$ cat config.mk
export PLATFORM = sky130hd
export DESIGN_NAME = i2c_cmd_frontend_flat
export DESIGN_NICKNAME = d
export VERILOG_FILES = /design/src/rtl/i2c_cmd_frontend_pkg.sv /design/src/rtl/i2c_cmd_frontend_if.sv /design/src/rtl/i2c_cmd_frontend_bus_sync.sv /design/src/rtl/i2c_cmd_frontend.sv /design/src/flat_wrapper.sv
export SDC_FILE = /design/constraint.sdc
export NUM_CORES = 1
export LEC_CHECK = 0
export ABC_AREA = 1
export CORE_MARGIN = 10
export CORE_UTILIZATION = 50
export CTS_BUF_LIST = sky130_fd_sc_hd__clkbuf_8 sky130_fd_sc_hd__clkbuf_16
export DETAILED_ROUTE_END_ITERATION = 12
export PLACE_DENSITY = 0.72
export SLEW_MARGIN = 5
export SYNTH_ARGS = -nofsm -noshare
export SYNTH_HDL_FRONTEND = slang
export SYNTH_HIERARCHICAL = 1
export SYNTH_SLANG_ARGS = --single-unit
$ cat constraint.sdc
create_clock -name clk -period 2.77 [get_ports clk]
set_clock_uncertainty 0.2 [all_clocks]
set_input_delay 0.831 -clock clk [delete_from_list [all_inputs] [get_ports clk]]
set_output_delay 0.831 -clock clk [all_outputs]
set_load 0.03 [all_outputs]
$ cat src/rtl/i2c_cmd_frontend_pkg.sv
// -----------------------------------------------------------------------------
// i2c_flash_pkg
// Shared definitions for the I2C command front end and the flash command
// controller behind it:
//   - i2c_state_e : byte/ACK sequencing states of the I2C slave front end
//   - I2C_ACK / I2C_NACK : SDA level of an acknowledge / not-acknowledge bit
//   - unlock/command constants used by the controller and its test benches
//   - addr_inc() : 16-bit address increment with natural wrap to 16'h0000
// -----------------------------------------------------------------------------
package i2c_flash_pkg;

    typedef enum logic [3:0] {
        IDLE      = 4'd0,
        DEVADDR   = 4'd1,
        ACK_DEV   = 4'd2,
        ADDR_HI   = 4'd3,
        ACK_HI    = 4'd4,
        ADDR_LO   = 4'd5,
        ACK_LO    = 4'd6,
        WDATA     = 4'd7,
        ACK_WDATA = 4'd8,
        RDATA     = 4'd9,
        RACK      = 4'd10,
        WAIT_STOP = 4'd11
    } i2c_state_e;

    localparam logic I2C_ACK  = 1'b0;
    localparam logic I2C_NACK = 1'b1;

    localparam logic [15:0] ADDR_UNLOCK1 = 16'h5555;
    localparam logic [15:0] ADDR_UNLOCK2 = 16'hAAAA;
    localparam logic [7:0]  DATA_UNLOCK1 = 8'hAA;
    localparam logic [7:0]  DATA_UNLOCK2 = 8'h55;
    localparam logic [7:0]  CMD_WRITE    = 8'h20;
    localparam logic [7:0]  CMD_READ     = 8'h00;

    // Next sequential address; 16'hFFFF rolls over to 16'h0000.
    function automatic logic [15:0] addr_inc(input logic [15:0] addr);
        return addr + 16'd1;
    endfunction

endpackage

$ cat src/rtl/i2c_cmd_frontend_if.sv
// -----------------------------------------------------------------------------
// i2c_cmd_frontend_if
// Bundles the I2C pad signals and the downstream command/read handshake of the
// I2C command front end.
//   scl_in, sda_in : raw bus levels from the pads
//   sda_oe         : 1 = pull SDA low (open drain), 0 = release
//   cmd_valid      : one-clock strobe, write data byte received
//   cmd_addr       : address for cmd_valid / rd_req
//   cmd_data       : data byte for cmd_valid
//   rd_req         : one-clock strobe, next read byte needed at cmd_addr
//   rd_data        : read byte, valid the clock after rd_req
//   busy           : high from START until STOP or reset
// Modports: slave = the front end, master = the pad/controller side.
// -----------------------------------------------------------------------------
interface i2c_cmd_frontend_if;
    logic        scl_in;
    logic        sda_in;
    logic        sda_oe;
    logic        cmd_valid;
    logic [15:0] cmd_addr;
    logic [7:0]  cmd_data;
    logic        rd_req;
    logic [7:0]  rd_data;
    logic        busy;

    modport slave (
        input  scl_in, sda_in, rd_data,
        output sda_oe, cmd_valid, cmd_addr, cmd_data, rd_req, busy
    );

    modport master (
        output scl_in, sda_in, rd_data,
        input  sda_oe, cmd_valid, cmd_addr, cmd_data, rd_req, busy
    );
endinterface

$ cat src/rtl/i2c_cmd_frontend_bus_sync.sv
// -----------------------------------------------------------------------------
// i2c_bus_sync
// Brings raw SCL/SDA into the clk domain and derives single-clock bus events.
//   clk, reset   : system clock, asynchronous active-high reset
//   scl_i, sda_i : raw pad levels
//   sda_o        : synchronised SDA level (the bit value at an SCL rise)
//   scl_rise_o   : SCL went 0 -> 1
//   scl_fall_o   : SCL went 1 -> 0
//   start_o      : SDA fell while SCL stayed high
//   stop_o       : SDA rose while SCL stayed high
// Event pulses are decoded from the last synchroniser stage and one history
// flop, so they are one clk wide and glitch free.
// -----------------------------------------------------------------------------
module i2c_bus_sync #(
    parameter int SYNC_STAGES = 2
) (
    input  logic clk,
    input  logic reset,
    input  logic scl_i,
    input  logic sda_i,
    output logic sda_o,
    output logic scl_rise_o,
    output logic scl_fall_o,
    output logic start_o,
    output logic stop_o
);

    logic [SYNC_STAGES-1:0] scl_sync_q;
    logic [SYNC_STAGES-1:0] sda_sync_q;
    logic                   scl_prev_q;
    logic                   sda_prev_q;
    logic                   scl_s;
    logic                   sda_s;

    // Synchroniser chains plus one history stage; reset to the idle-bus level
    // (both lines high) so leaving reset never fakes an edge.
    always_ff @(posedge clk or posedge reset) begin
        if (reset) begin
            scl_sync_q <= {SYNC_STAGES{1'b1}};
            sda_sync_q <= {SYNC_STAGES{1'b1}};
            scl_prev_q <= 1'b1;
            sda_prev_q <= 1'b1;
        end else begin
            scl_sync_q <= {scl_sync_q[SYNC_STAGES-2:0], scl_i};
            sda_sync_q <= {sda_sync_q[SYNC_STAGES-2:0], sda_i};
            scl_prev_q <= scl_s;
            sda_prev_q <= sda_s;
        end
    end

    assign scl_s = scl_sync_q[SYNC_STAGES-1];
    assign sda_s = sda_sync_q[SYNC_STAGES-1];

    assign sda_o      = sda_s;
    assign scl_rise_o = scl_s & ~scl_prev_q;
    assign scl_fall_o = ~scl_s & scl_prev_q;
    // SCL must be high in both samples so an SDA change next to an SCL edge
    // is never mistaken for START/STOP.
    assign start_o    = scl_s & scl_prev_q & sda_prev_q & ~sda_s;
    assign stop_o     = scl_s & scl_prev_q & ~sda_prev_q & sda_s;

endmodule

$ cat src/rtl/i2c_cmd_frontend.sv
// -----------------------------------------------------------------------------
// i2c_cmd_frontend
// I2C slave front end for the flash command controller. Decodes writes of the
// form dev-addr, addr-hi, addr-lo, data... into one-clock command strobes and
// serves reads by requesting bytes downstream and shifting them onto SDA.
//   clk   : system clock, at least 8x the SCL frequency
//   reset : asynchronous active-high reset
//   bus   : pad and command signals (see i2c_cmd_frontend_if, slave side)
// Parameters:
//   DEV_ADDR    : 7-bit slave address answered
//   SYNC_STAGES : synchroniser depth for SCL/SDA (>= 2)
// -----------------------------------------------------------------------------
module i2c_cmd_frontend
    import i2c_flash_pkg::*;
#(
    parameter logic [6:0] DEV_ADDR    = 7'h50,
    parameter int         SYNC_STAGES = 2
) (
    input  logic              clk,
    input  logic              reset,
    i2c_cmd_frontend_if.slave bus
);

    logic        sda_s;
    logic        scl_rise_s;
    logic        scl_fall_s;
    logic        start_s;
    logic        stop_s;

    i2c_state_e  state_q;
    logic [7:0]  shreg_q;
    logic [7:0]  shreg_d;
    logic [2:0]  bit_cnt_q;
    logic        ack_phase_q;   // ACK states: ACK driven; RACK: master ACK seen
    logic        rw_q;
    logic        rd_wait_q;     // rd_data is valid this clk
    logic        sda_oe_q;
    logic        cmd_valid_q;
    logic        rd_req_q;
    logic        busy_q;
    logic [15:0] cmd_addr_q;
    logic [7:0]  cmd_data_q;

    i2c_bus_sync #(
        .SYNC_STAGES (SYNC_STAGES)
    ) u_bus_sync (
        .clk        (clk),
        .reset      (reset),
        .scl_i      (bus.scl_in),
        .sda_i      (bus.sda_in),
        .sda_o      (sda_s),
        .scl_rise_o (scl_rise_s),
        .scl_fall_o (scl_fall_s),
        .start_o    (start_s),
        .stop_o     (stop_s)
    );

    // Byte being received including the bit sampled at this SCL rise.
    assign shreg_d = {shreg_q[6:0], sda_s};

    // Transaction sequencer with all outputs registered.
    always_ff @(posedge clk or posedge reset) begin
        if (reset) begin
            state_q     <= IDLE;
            shreg_q     <= 8'h00;
            bit_cnt_q   <= 3'd0;
            ack_phase_q <= 1'b0;
            rw_q        <= 1'b0;
            rd_wait_q   <= 1'b0;
            sda_oe_q    <= 1'b0;
            cmd_valid_q <= 1'b0;
            rd_req_q    <= 1'b0;
            busy_q      <= 1'b0;
            cmd_addr_q  <= 16'h0000;
            cmd_data_q  <= 8'h00;
        end else begin
            cmd_valid_q <= 1'b0;
            rd_req_q    <= 1'b0;
            rd_wait_q   <= rd_req_q;
            // Post-increment one clk after the strobe so the strobe carries
            // the address the byte was written to.
            if (cmd_valid_q) begin
                cmd_addr_q <= addr_inc(cmd_addr_q);
            end

            if (stop_s) begin
                state_q     <= IDLE;
                busy_q      <= 1'b0;
                sda_oe_q    <= 1'b0;
                bit_cnt_q   <= 3'd0;
                ack_phase_q <= 1'b0;
            end else if (start_s) begin
                // Repeated START lands here too; cmd_addr is kept on purpose.
                state_q     <= DEVADDR;
                busy_q      <= 1'b1;
                sda_oe_q    <= 1'b0;
                bit_cnt_q   <= 3'd0;
                ack_phase_q <= 1'b0;
            end else begin
                case (state_q)
                    IDLE, WAIT_STOP: begin
                        sda_oe_q <= 1'b0;
                    end

                    DEVADDR, ADDR_HI, ADDR_LO, WDATA: begin
                        if (scl_rise_s) begin
                            shreg_q   <= shreg_d;
                            bit_cnt_q <= bit_cnt_q + 3'd1;
                            if (bit_cnt_q == 3'd7) begin
                                ack_phase_q <= 1'b0;
                                case (state_q)
                                    DEVADDR: begin
                                        if (shreg_d[7:1] == DEV_ADDR) begin
                                            rw_q    <= shreg_d[0];
                                            state_q <= ACK_DEV;
                                        end else begin
                                            state_q <= WAIT_STOP;
                                        end
                                    end
                                    ADDR_HI: begin
                                        cmd_addr_q[15:8] <= shreg_d;
                                        state_q          <= ACK_HI;
                                    end
                                    ADDR_LO: begin
                                        cmd_addr_q[7:0] <= shreg_d;
                                        state_q         <= ACK_LO;
                                    end
                                    WDATA: begin
                                        cmd_data_q  <= shreg_d;
                                        cmd_valid_q <= 1'b1;
                                        state_q     <= ACK_WDATA;
                                    end
                                    default: begin
                                        state_q <= IDLE;
                                    end
                                endcase
                            end
                        end
                    end

                    // First SCL fall ends bit 8 and starts the ACK; the second
                    // ends the ACK clock and releases SDA.
                    ACK_DEV, ACK_HI, ACK_LO, ACK_WDATA: begin
                        if (scl_fall_s) begin
                            if (!ack_phase_q) begin
                                sda_oe_q    <= (I2C_ACK == 1'b0);
                                ack_phase_q <= 1'b1;
                            end else begin
                                sda_oe_q    <= 1'b0;
                                ack_phase_q <= 1'b0;
                                bit_cnt_q   <= 3'd0;
                                case (state_q)
                                    ACK_DEV: begin
                                        if (rw_q) begin
                                            rd_req_q <= 1'b1;
                                            state_q  <= RDATA;
                                        end else begin
                                            state_q <= ADDR_HI;
                                        end
                                    end
                                    ACK_HI:    state_q <= ADDR_LO;
                                    ACK_LO:    state_q <= WDATA;
                                    ACK_WDATA: state_q <= WDATA;
                                    default:   state_q <= IDLE;
                                endcase
                            end
                        end
                    end

                    // The MSB goes out as soon as rd_data arrives, a few clks
                    // into the SCL low phase; later bits change on SCL fall.
                    RDATA: begin
                        if (rd_wait_q) begin
                            shreg_q   <= bus.rd_data;
                            sda_oe_q  <= ~bus.rd_data[7];
                            bit_cnt_q <= 3'd0;
                        end else if (scl_fall_s) begin
                            if (bit_cnt_q == 3'd7) begin
                                sda_oe_q    <= 1'b0;
                                ack_phase_q <= 1'b0;
                                state_q     <= RACK;
                            end else begin
                                shreg_q   <= {shreg_q[6:0], 1'b0};
                                sda_oe_q  <= ~shreg_q[6];
                                bit_cnt_q <= bit_cnt_q + 3'd1;
                            end
                        end
                    end

                    RACK: begin
                        if (scl_rise_s && !ack_phase_q) begin
                            if (sda_s == I2C_ACK) begin
                                ack_phase_q <= 1'b1;
                            end else begin
                                state_q <= WAIT_STOP;
                            end
                        end else if (scl_fall_s && ack_phase_q) begin
                            cmd_addr_q  <= addr_inc(cmd_addr_q);
                            rd_req_q    <= 1'b1;
                            ack_phase_q <= 1'b0;
                            bit_cnt_q   <= 3'd0;
                            state_q     <= RDATA;
                        end
                    end

                    default: begin
                        state_q  <= IDLE;
                        sda_oe_q <= 1'b0;
                    end
                endcase
            end
        end
    end

    assign bus.sda_oe    = sda_oe_q;
    assign bus.cmd_valid = cmd_valid_q;
    assign bus.cmd_addr  = cmd_addr_q;
    assign bus.cmd_data  = cmd_data_q;
    assign bus.rd_req    = rd_req_q;
    assign bus.busy      = busy_q;

endmodule

$ cat src/flat_wrapper.sv
// flat-port wrapper written by rule: the top's interface ports become plain ports
module i2c_cmd_frontend_flat import i2c_flash_pkg::*;
#(
    parameter logic [6:0] DEV_ADDR    = 7'h50,
    parameter int         SYNC_STAGES = 2
)
  (clk, reset, bus_scl_in, bus_sda_in, bus_rd_data, bus_sda_oe, bus_cmd_valid, bus_cmd_addr, bus_cmd_data, bus_rd_req, bus_busy);
  i2c_cmd_frontend_if bus_i ();
  input  logic clk;
  input  logic reset;
  input wire logic [$bits(bus_i.scl_in)-1:0] bus_scl_in;
  input wire logic [$bits(bus_i.sda_in)-1:0] bus_sda_in;
  input wire logic [$bits(bus_i.rd_data)-1:0] bus_rd_data;
  output wire logic [$bits(bus_i.sda_oe)-1:0] bus_sda_oe;
  output wire logic [$bits(bus_i.cmd_valid)-1:0] bus_cmd_valid;
  output wire logic [$bits(bus_i.cmd_addr)-1:0] bus_cmd_addr;
  output wire logic [$bits(bus_i.cmd_data)-1:0] bus_cmd_data;
  output wire logic [$bits(bus_i.rd_req)-1:0] bus_rd_req;
  output wire logic [$bits(bus_i.busy)-1:0] bus_busy;
  assign bus_i.scl_in = bus_scl_in;
  assign bus_i.sda_in = bus_sda_in;
  assign bus_i.rd_data = bus_rd_data;
  assign bus_sda_oe = bus_i.sda_oe;
  assign bus_cmd_valid = bus_i.cmd_valid;
  assign bus_cmd_addr = bus_i.cmd_addr;
  assign bus_cmd_data = bus_i.cmd_data;
  assign bus_rd_req = bus_i.rd_req;
  assign bus_busy = bus_i.busy;
  i2c_cmd_frontend #(.DEV_ADDR(DEV_ADDR), .SYNC_STAGES(SYNC_STAGES)) u_core (.clk(clk), .reset(reset), .bus(bus_i));
endmodule
**After elaboration in Yosys (flattened, before gate mapping)**

Cells that the tools add are included.

- Output and inout port bits: 28
- Input bits: 12
- Register bits after elaboration: 51

- Bitwise logic cells: 15
- Equality and inequality tests: 32
- Multiplexer cells: 78
- Add/subtract/negate cells: 2
- Reductions and logical operators: 19

Operator list:

| cell | number |
|---|---|
| 2-to-1 mux 16 bit | 7 |
| 2-to-1 mux 4 bit | 14 |
| 2-to-1 mux 1 bit | 32 |
| case mux 16 bit (2 select lines) | 1 |
| 2-to-1 mux 3 bit | 10 |
| 2-to-1 mux 7 bit | 4 |
| != test 4 x 1 -> 1 bit, second input constant | 7 |
| case mux 4 bit (5 select lines) | 1 |
| adder 16 x 1 -> 16 bit, second input constant | 1 |
| == test 4 x 3 -> 1 bit, second input constant | 4 |
| == test 4 bit, second input constant | 4 |
| 2-to-1 mux 8 bit | 2 |
| case mux 4 bit (4 select lines) | 1 |
| case mux 7 bit (2 select lines) | 1 |
| AND reduction 7 bit | 2 |
| case mux 3 bit (4 select lines) | 1 |
| case mux 4 bit (3 select lines) | 1 |
| AND reduction 6 bit | 2 |
| != test 5 x 1 -> 1 bit, second input constant | 2 |
| != test 5 x 3 -> 1 bit, second input constant | 2 |
| AND reduction 10 bit | 1 |
| != test 3 x 1 -> 1 bit, second input constant | 3 |
| == test 4 x 2 -> 1 bit, second input constant | 2 |
| != test 4 x 2 -> 1 bit, second input constant | 2 |
| other kinds (22) | 39 |

**Logic depth before layout (Yosys ltp)**

Gate-level depths: netlist of the first run.

- Word-level depth: 8
- Depth in mapped cells: 13

**Hierarchy**

The synthesis of the first run kept the hierarchy.

By module, submodules not included:

| module | times used | cells each | seq. area each (µm²) | area an instance (µm²) |
|---|---|---|---|---|
| i2c_cmd_frontend | 1 | 491 | 1126.1 | 3258.1 |
| i2c_bus_sync | 1 | 18 | 157.7 | 202.7 |

**Least setup slack after synthesis of the first run**

OpenSTA, ideal clock, no wires.

- Path kind: reg-to-reg
- Start: register u_core.u_bus_sync.scl_sync_q[1]
- End: register u_core.state_q[1]
- Arrival: 1801 ps
- Required time: 2449 ps
- Slack: 648 ps
- Stages on the path, launching flop included: 13
- Period minus slack after synthesis: 2122 ps
- Path buffers: 1
- Cell sequence: dfstp_2 > nand2_1 > nor2_1 > nor2_2 > inv_1 > buf_4 > nor2_1 > nand2_1 > nand2_1 > nor2_2 > nand4_4 > nand2_1 > o21ai_1

- Elaborated cells between the ends (all ways): 25
- Classes of those cells: 10 x eq/ne; 4 x mux; 8 x bitwise; 3 x reduce/logical

RTL lines:

| what | RTL line | source |
|---|---|---|
| start: declaration | i2c_cmd_frontend_bus_sync.sv:28 | `logic [SYNC_STAGES-1:0] scl_sync_q;` |
| start signal: assignment | i2c_cmd_frontend_bus_sync.sv:39 | `scl_sync_q <= {SYNC_STAGES{1'b1}};` |
| start signal: assignment | i2c_cmd_frontend_bus_sync.sv:44 | `scl_sync_q <= {scl_sync_q[SYNC_STAGES-2:0], scl_i};` |
| AND 1 bit * (3 in series) | i2c_cmd_frontend_bus_sync.sv:59 | `assign start_o = scl_s & scl_prev_q & sda_prev_q & ~sda_s;` |
| net u_core.start_s | i2c_cmd_frontend.sv:27 | `logic start_s;` |
| != test 5 x 1 -> 1 bit (no source line) (tied with other cells) | n/a |  |
| AND reduction 10 bit (no source line) / 2-to-1 mux 4 bit (equally long branches) | n/a |  |
| end signal: assignment | i2c_cmd_frontend.sv:64 | `state_q <= IDLE;` |
| end signal: assignment | i2c_cmd_frontend.sv:87 | `state_q <= IDLE;` |
| end signal: assignment | i2c_cmd_frontend.sv:94 | `state_q <= DEVADDR;` |
| end: declaration | i2c_cmd_frontend.sv:30 | `i2c_state_e state_q;` |

Mark *: on every way through the listed nets, which the timed path passes. The rest lies on a longest branch.
A chain may end at the register's enable or synchronous reset.

**Worst setup path after layout of the first run**

- Start: register u_core.cmd_addr_q[0], in the netlist u_core/bus.cmd_addr[0]
- End: output port bus_cmd_addr[0]

RTL lines:

| what | RTL line | source |
|---|---|---|
| start: declaration | i2c_cmd_frontend.sv:41 | `logic [15:0] cmd_addr_q;` |
| start signal: assignment | i2c_cmd_frontend.sv:83 | `cmd_addr_q <= addr_inc(cmd_addr_q);` |
| start signal: assignment | i2c_cmd_frontend.sv:125 | `cmd_addr_q[7:0] <= shreg_d;` |
| start signal: assignment | i2c_cmd_frontend.sv:198 | `cmd_addr_q <= addr_inc(cmd_addr_q);` |
| end: declaration | flat_wrapper.sv:16 | `output wire logic [$bits(bus_i.cmd_addr)-1:0] bus_cmd_addr;` |

No word-level cell between the ends.

==> results.tsv, run 1 <==
stage	metric	value	unit
sta	drv_slew	0	
clock_network	hold_buffers	0	
synthesis	netlist_instances	509	
synthesis	yosys_warnings	6	
detailed_routing	wl_per_cell	15.3	um
floorplanning	pin_count	40	
power	leakagePower	1.92	nW
detailed_routing	vias	3517	
detailed_routing	wl	9.63	mm
layout	layout_common_cells	148 x nand2_1, 65 x inv_1, 50 x nor2_1	
setup_path	cp_top_family	buffers and inverters	
synthesis	ys_top_cells_by_area	dfrtp_1 33%, nand2_1 16%, inv_1 7.2%, nand3_1 7.1%, o21ai_0 5.8%	
detailed_routing	drc	0	
floorplanning	start_util	51.2	%
floorplanning	num_rows	30	
layout	drive_gt1_share	9.27	%
clock_network	cts_resized	0	
detailed_routing	ant_nets	0	
sta	fin_crit	2530	ps
clock_network	cts-root-buf	clkbuf_8	
setup_path	r2r_setup_slack	390	ps
setup_path	rr_worst_depth	11	
setup_path	crit_start	u_core/bus.cmd_addr[0]$_DFF_PP0_	
synthesis	synth_top_family_by_area	simple AND/OR/NAND/NOR gates	
sta	rsz0062_at_grt	false	
layout	insertedDiodeCount	0	
floorplanning	die_h	103	um
floorplanning	dieArea	0.0106	mm2
grt	grt_max_degree	29	
synthesis	synth_mux_area_share	0.578	%
grt	gr-total-overflow	0	
sta	tightest_slew	534	ps
detailed_routing	vias_per_cell	5.58	
place	placed_area	0.00394	mm2
synthesis	yosys.area_share.simple	35.4	%
clock_network	cts_sinks	51	
sta	hold_viol	0	
layout	fin_nets	564	
setup_path	cp.required	1740	ps
synthesis	synth_cell_types	39	
hold_path	hp-class	flop to flop	
layout	design_area	0.00403	mm2
synthesis	synth.top_cell.area_share	32.5	%
sta	fmax	395	MHz
detailed_routing	first_pass_iters	6	
setup_path	path_depth	1	
synthesis	ys_ff_latch	51	
synthesis	postSynthAreaPerCell	6.80	um2
synthesis	synthAdderAreaFrac	1.08	%
layout	area_growth	16.5	%
setup_path	critPathSlowestCell	clkdlybuf4s50_1	
place	dpl.cell_count	622	
clock_network	clock_latency	320	ps
clock_network	cts_tree	built	
sta	fin_crit_sh	91.3	%
layout	layout_commonest_cell	nand2_1	
setup_path	path_max_fanout	6	
setup_path	worstSetupStartpointType	flop	
sta	final-setup-viol-count	0	
place	gp_congestion	1.02	
synthesis	ys_seq_area_share	37.1	%
sta	tns	0	ps
grt	antenna_found_initial	0	
setup_path	critPathBufInv	1	
setup_path	crit_path_end_kind	output port	
detailed_routing	drtIter0Drc	210	
place	io_buffers	39	
setup_path	cp-endpoint	bus_cmd_addr[0]	
power	irDropWorstVdd	0.477	mV
setup_path	r2r_start	u_core/u_bus_sync/scl_sync_q[1]$_DFF_PP1_	
synthesis	syn_nets	524	
setup_path	cp_cell_sequence	clkdlybuf4s50_1	
sta	slew_headroom	64.3	%
place	hpwl	7.45	mm
grt	grt_pass1_wl	15.9	mm
clock_network	cts.clk_slew.worst_paths	110	ps
synthesis	synth_compound_area_share	13.7	%
grt	grt_pass1_vias	3332	
setup_path	crit_arrival	1500	ps
clock_network	clock_path_buffers	2	
setup_path	max_stage_delay	710	ps
clock_network	htree_levels	2	
clock_network	cts_setup_buffers	0	
setup_path	r2r_end	u_core/state_q[3]$_DFFE_PP0P_	
grt	grt_use_total	18.9	%
status	status	completed	
job	max-cap-violations	0	
floorplanning	chipWidth	103	um
clock_network	numCtsBuffers	5	
synthesis	synth_area	0.00346	mm2
synthesis	yosys.area.top_type	dfrtp_1	
setup_path	crit_type	flop to output port	
power	p_per_area	639	mW/mm2
synthesis	synthXorXnorAreaFrac	2.28	%
layout	final_cells	630	
floorplanning	coreArea	0.00676	mm2
-- worst min-delay path by stage --
stage / from / to / slack, ps / cells after the start
finish: u_core/u_bus_sync/sda_sync_q[0]$_DFF_PP1_ / u_core/u_bus_sync/sda_sync_q[1]$_DFF_PP1_ / 160 / 0
global route: u_core/u_bus_sync/scl_sync_q[0]$_DFF_PP1_ / u_core/u_bus_sync/scl_sync_q[1]$_DFF_PP1_ / 170 / 0
CTS: u_core/u_bus_sync/sda_sync_q[0]$_DFF_PP1_ / u_core/u_bus_sync/sda_sync_q[1]$_DFF_PP1_ / 160 / 0
detailed placement: u_core/u_bus_sync/sda_sync_q[0]$_DFF_PP1_ / u_core/u_bus_sync/sda_sync_q[1]$_DFF_PP1_ / 150 / 0
global placement: u_core/u_bus_sync/scl_sync_q[0]$_DFF_PP1_ / u_core/u_bus_sync/scl_sync_q[1]$_DFF_PP1_ / 150 / 0
floorplan: u_core/u_bus_sync/scl_sync_q[0]$_DFF_PP1_ / u_core/u_bus_sync/scl_sync_q[1]$_DFF_PP1_ / 150 / 0
-- through the flow --
stage / hold WS (ps) / power (mW) / util [%] / setup WS (ps)
final: 160 / 2.58 / 59.7 / 240
after global routing: 166 / 2.78 / 59.7 / 108
after CTS: 161 / 2.58 / 59.7 / 218
after detailed placement: 147 / 2.12 / 58.3 / 414
after global placement: 148 / 2.10 / 58.3 / 500
after floorplan: 145 / 1.82 / - / 648
-- area by class of cell --
type                       count  area [um2]
multi-input combinational    374        1840
inverter                      72         270
tap                           80         100
timing repair buffer          45         448
clock buffer                   5        68.8
clock inverter                 3        22.5
sequential                    51        1280
fill                         645        2730
-- where the power goes --
part	internal, mW	switching (mW)
logic	0.369	0.788
clock network	0.182	0.271
registers	0.857	0.109
-- kinds of logic (layout without fill, tap and decap cells) --
group                      count (synthesis)  after routing
buffers and inverters                     84            125
and+or+nand+nor                          276            276
adders and majority gates                  3              3
DFF                                       51             51
xor gates and xnor gates                   9              9
AOI/OAI and AO/OA                         84             84
muxes                                      2              2
-- cells in the mapped netlist --
cell type    n
or2_2        1
buf_1        2
a21oi_2      1
o21ai_1      8
inv_2        6
nor2_2       7
nand4_4      1
dfstp_2      6
nand4_1      5
ha_1         3
o21ai_0     40
xnor2_1      4
xor2_1       5
nand2_2      4
nor2_4       4
o21bai_1     4
buf_4        1
o2111ai_1    1
nand3b_2     1
dfrtp_1     45
o22ai_1      7
mux2i_1      2
a32oi_1      1
a211oi_1     1
nor4_4       1
o21ai_2      3
nand3_2      1
nor2_1      50
buf_2        4
nor3_1       3
a31oi_1      1
nand3_1     49
a21oi_1     13
nand3b_1     1
clkbuf_1     3
buf_6        2
o211ai_1     4
inv_1       66
nand2_1    148
-- metal layers --
layer | track usage [%] | up-vias | wire, um
met5 | 0 | - | 0
met4 | 7.59 | 0 | 228
met3 | 2.79 | 22 | 761
met2 | 32.5 | 167 | 4600
met1 | 23.1 | 1614 | 4040
li1 | - | 1714 | -
-- registers in the layout, indices dropped and copies added, names as in the netlist --
signal,flops
u_core/rd_wait_q,1
u_core/u_bus_sync/scl_prev_q,1
u_core/shreg_q,7
u_core/u_bus_sync/sda_sync_q,2
u_core/bus.cmd_data,8
u_core/u_bus_sync/scl_sync_q,2
u_core/rw_q,1
u_core/bus.cmd_valid,1
u_core/u_bus_sync/sda_prev_q,1
u_core/state_q,4
u_core/bus.rd_req,1
u_core/bus.busy,1
u_core/bus.cmd_addr,16
u_core/bit_cnt_q,3
u_core/ack_phase_q,1
u_core/bus.sda_oe,1
No activity file was read; power rests on OpenSTA's default activity.
==> run 2, diff against run 1 <==
--- a/config.mk
+++ b/config.mk
@@ -7,10 +7,10 @@
 export LEC_CHECK = 0
 export ABC_AREA = 1
 export CORE_MARGIN = 10
-export CORE_UTILIZATION = 50
+export CORE_UTILIZATION = 57
 export CTS_BUF_LIST = sky130_fd_sc_hd__clkbuf_8 sky130_fd_sc_hd__clkbuf_16
 export DETAILED_ROUTE_END_ITERATION = 12
-export PLACE_DENSITY = 0.72
+export PLACE_DENSITY = 0.81
 export SLEW_MARGIN = 5
 export SYNTH_ARGS = -nofsm -noshare
 export SYNTH_HDL_FRONTEND = slang
==> run 2 against run 1 <==
Net effect:
- critical path depth unchanged
- clock power decreased by 4.9%
- sequential share of layout area up 0.18 points
- largest cell class unchanged
- clock-buffer cell count stayed put
- wire length decreased by 2.9%
- via count grew 1.4%
- global-route usage grew 0.52 points
- worst hold slack better by 2.7 ps
- die area decreased by 10%
==> results.tsv, run 2 (same netlist as run 1, synthesis figures left out) <==
stage	metric	value	unit
place	io_buffers	39	
sta	drv_slew	0	
setup_path	rr_worst_depth	11	
grt	antenna_found_initial	0	
power	power_frac_comb	44.8	%
setup_path	cp_top_family	buffers and inverters	
power	intPower	1.40	mW
clock_network	cts_sinks	51	
hold_path	worstHoldStart	u_core/u_bus_sync/sda_sync_q[0]$_DFF_PP1_	
detailed_routing	vias_per_cell	5.73	
hold_path	whs_endpoint	u_core/u_bus_sync/sda_sync_q[1]$_DFF_PP1_	
setup_path	max_stage_delay	730	ps
power	power_frac_seq	38.2	%
hold_path	hp-class	flop to flop	
clock_network	numCtsBuffers	5	
clock_network	clock_latency	310	ps
layout	layout_commonest_cell	nand2_1	
status	status	completed	
sta	tightest_slew	678	ps
grt	grt_pass1_wl	15.9	mm
layout	final_cells	623	
floorplanning	coreArea	0.00592	mm2
job	max-cap-violations	0	
clock_network	cts_resized	0	
layout	largest_register_ffs	16	
clock_network	clock_path_buffers	2	
clock_network	hold_buffers	0	
detailed_routing	drc	0	
layout	fin_nets	562	
detailed_routing	first_pass_iters	4	
place	hpwl	7.11	mm
power	p_per_area	631	mW/mm2
place	gp_congestion	1.05	
sta	final-setup-viol-count	0	
floorplanning	chipWidth	97.9	um
setup_path	cp.required	1740	ps
setup_path	worstSetupStartpointType	flop	
sta	fin_crit	2560	ps
setup_path	r2r_end	u_core/state_q[3]$_DFFE_PP0P_	
clock_network	cts.clk_slew.worst_paths	100	ps
floorplanning	start_util	58.5	%
setup_path	r2r_setup_slack	360	ps
grt	gr-total-overflow	0	
setup_path	path_depth	1	
sta	fin_crit_sh	92.3	%
floorplanning	dieArea	0.00959	mm2
setup_path	critPathSlowestCell	clkdlybuf4s50_1	
power	leakagePower	1.91	nW
sta	slew_headroom	54.5	%
detailed_routing	wl	9.35	mm
layout	area_growth	15.8	%
power	irDropWorstVdd	0.422	mV
sta	hold_viol	0	
layout	register_area	0.00128	mm2
sta	fmax	391	MHz
setup_path	path_max_fanout	7	
detailed_routing	ant_nets	0	
detailed_routing	vias	3567	
setup_path	r2r_start	u_core/u_bus_sync/scl_sync_q[1]$_DFF_PP1_	
power	swShare	44.8	%
sta	holdWs	163	ps
setup_path	cp_cell_sequence	clkdlybuf4s50_1	
clock_network	cts-root-buf	clkbuf_8	
grt	grt_use_total	19.4	%
layout	insertedDiodeCount	0	
setup_path	crit_arrival	1530	ps
grt	grt_max_degree	46	
layout	fin_util	67.7	%
floorplanning	die_h	97.9	um
clock_network	htree_levels	2	
setup_path	critPathBufInv	1	
hold_path	hold_depth	0	
detailed_routing	wl_per_cell	15.0	um
power	clkPwrFrac	17.0	%
layout	drive_gt1_share	8.76	%
layout	layout_common_cells	148 x nand2_1, 66 x inv_1, 50 x nor2_1	
clock_network	cts_tree	built	
detailed_routing	drtIter0Drc	357	
setup_path	crit_type	flop to output port	
setup_path	crit_path_end_kind	output port	
place	dpl.cell_count	615	
clock_network	cts_setup_buffers	0	
layout	multi_input_area	0.00184	mm2
sta	tns	0	ps
grt	grt_pass1_vias	3476	
floorplanning	pin_count	40	
floorplanning	num_rows	28	
power	power.switching	1.13	mW
sta	rsz0062_at_grt	false	
layout	fillers	512	
-- run 2: final cells by class --
class                           instances  share of cell area (%)
Multi-Input combinational cell        374                    45.8
Clock buffer                            5                    1.72
Tap cell                               75                    2.34
Clock inverter                          3                   0.531
Sequential cell                        51                    32.0
Timing Repair Buffer                   43                    10.8
Inverter                               72                    6.74
-- run 2: per-stage QoR --
stage	power, mW	instance area (um2)	setup slack [ps]
3_5_place_dp	2.10	3920	392
6_report	2.53	4010	212
5_1_grt	2.74	4010	134
2_1_floorplan	1.82	3460	648
3_3_place_gp	2.06	3920	521
4_1_cts	2.53	4010	214
-- run 2: routing by layer --
layer / share of wire, % / global-route usage [%] / vias to the layer above
met4: 2.8 / 8.61 / 0
met1: 40 / 22.9 / 1647
met5: 0 / 0 / -
met3: 8.5 / 4.65 / 27
li1: - / - / 1713
met2: 49 / 32.6 / 180
-- run 2: power by group through the flow --
stage	logic (mW)	registers, mW	clock network [mW]
after floorplan	0.845	0.972	0
after global placement	1.09	0.973	0
after detailed placement	1.12	0.975	0
after CTS	1.13	0.961	0.443
after global routing	1.28	0.978	0.474
final	1.13	0.966	0.431
-- run 2: worst max-delay path by stage --
| stage | endpoint | slack [ps] | start |
|---|---|---|---|
| final | bus_cmd_addr[11] | 210 | u_core/bus.cmd_addr[11]$_DFF_PP0_ |
| after global routing | u_core/bus.cmd_data[7]$_DFFE_PP0P_ | 130 | u_core/u_bus_sync/sda_sync_q[1]$_DFF_PP1_ |
| after CTS | bus_cmd_addr[0] | 210 | u_core/bus.cmd_addr[0]$_DFF_PP0_ |
| after detailed placement | u_core/state_q[3]$_DFFE_PP0P_ | 390 | u_core/u_bus_sync/scl_sync_q[1]$_DFF_PP1_ |
| after global placement | u_core/state_q[2]$_DFFE_PP0P_ | 520 | u_core/u_bus_sync/scl_sync_q[1]$_DFF_PP1_ |
| after floorplan | u_core/state_q[1]$_DFFE_PP0P_ | 650 | u_core/u_bus_sync/scl_sync_q[1]$_DFF_PP1_ |
==> run 3, diff against run 2 <==
--- a/config.mk
+++ b/config.mk
@@ -11,6 +11,7 @@
 export CTS_BUF_LIST = sky130_fd_sc_hd__clkbuf_8 sky130_fd_sc_hd__clkbuf_16
 export DETAILED_ROUTE_END_ITERATION = 12
 export PLACE_DENSITY = 0.81
+export SETUP_SLACK_MARGIN = 0.1
 export SLEW_MARGIN = 5
 export SYNTH_ARGS = -nofsm -noshare
 export SYNTH_HDL_FRONTEND = slang
==> results of run 3 <==
Final layout, timing and power as in run 2 (identical DEF).
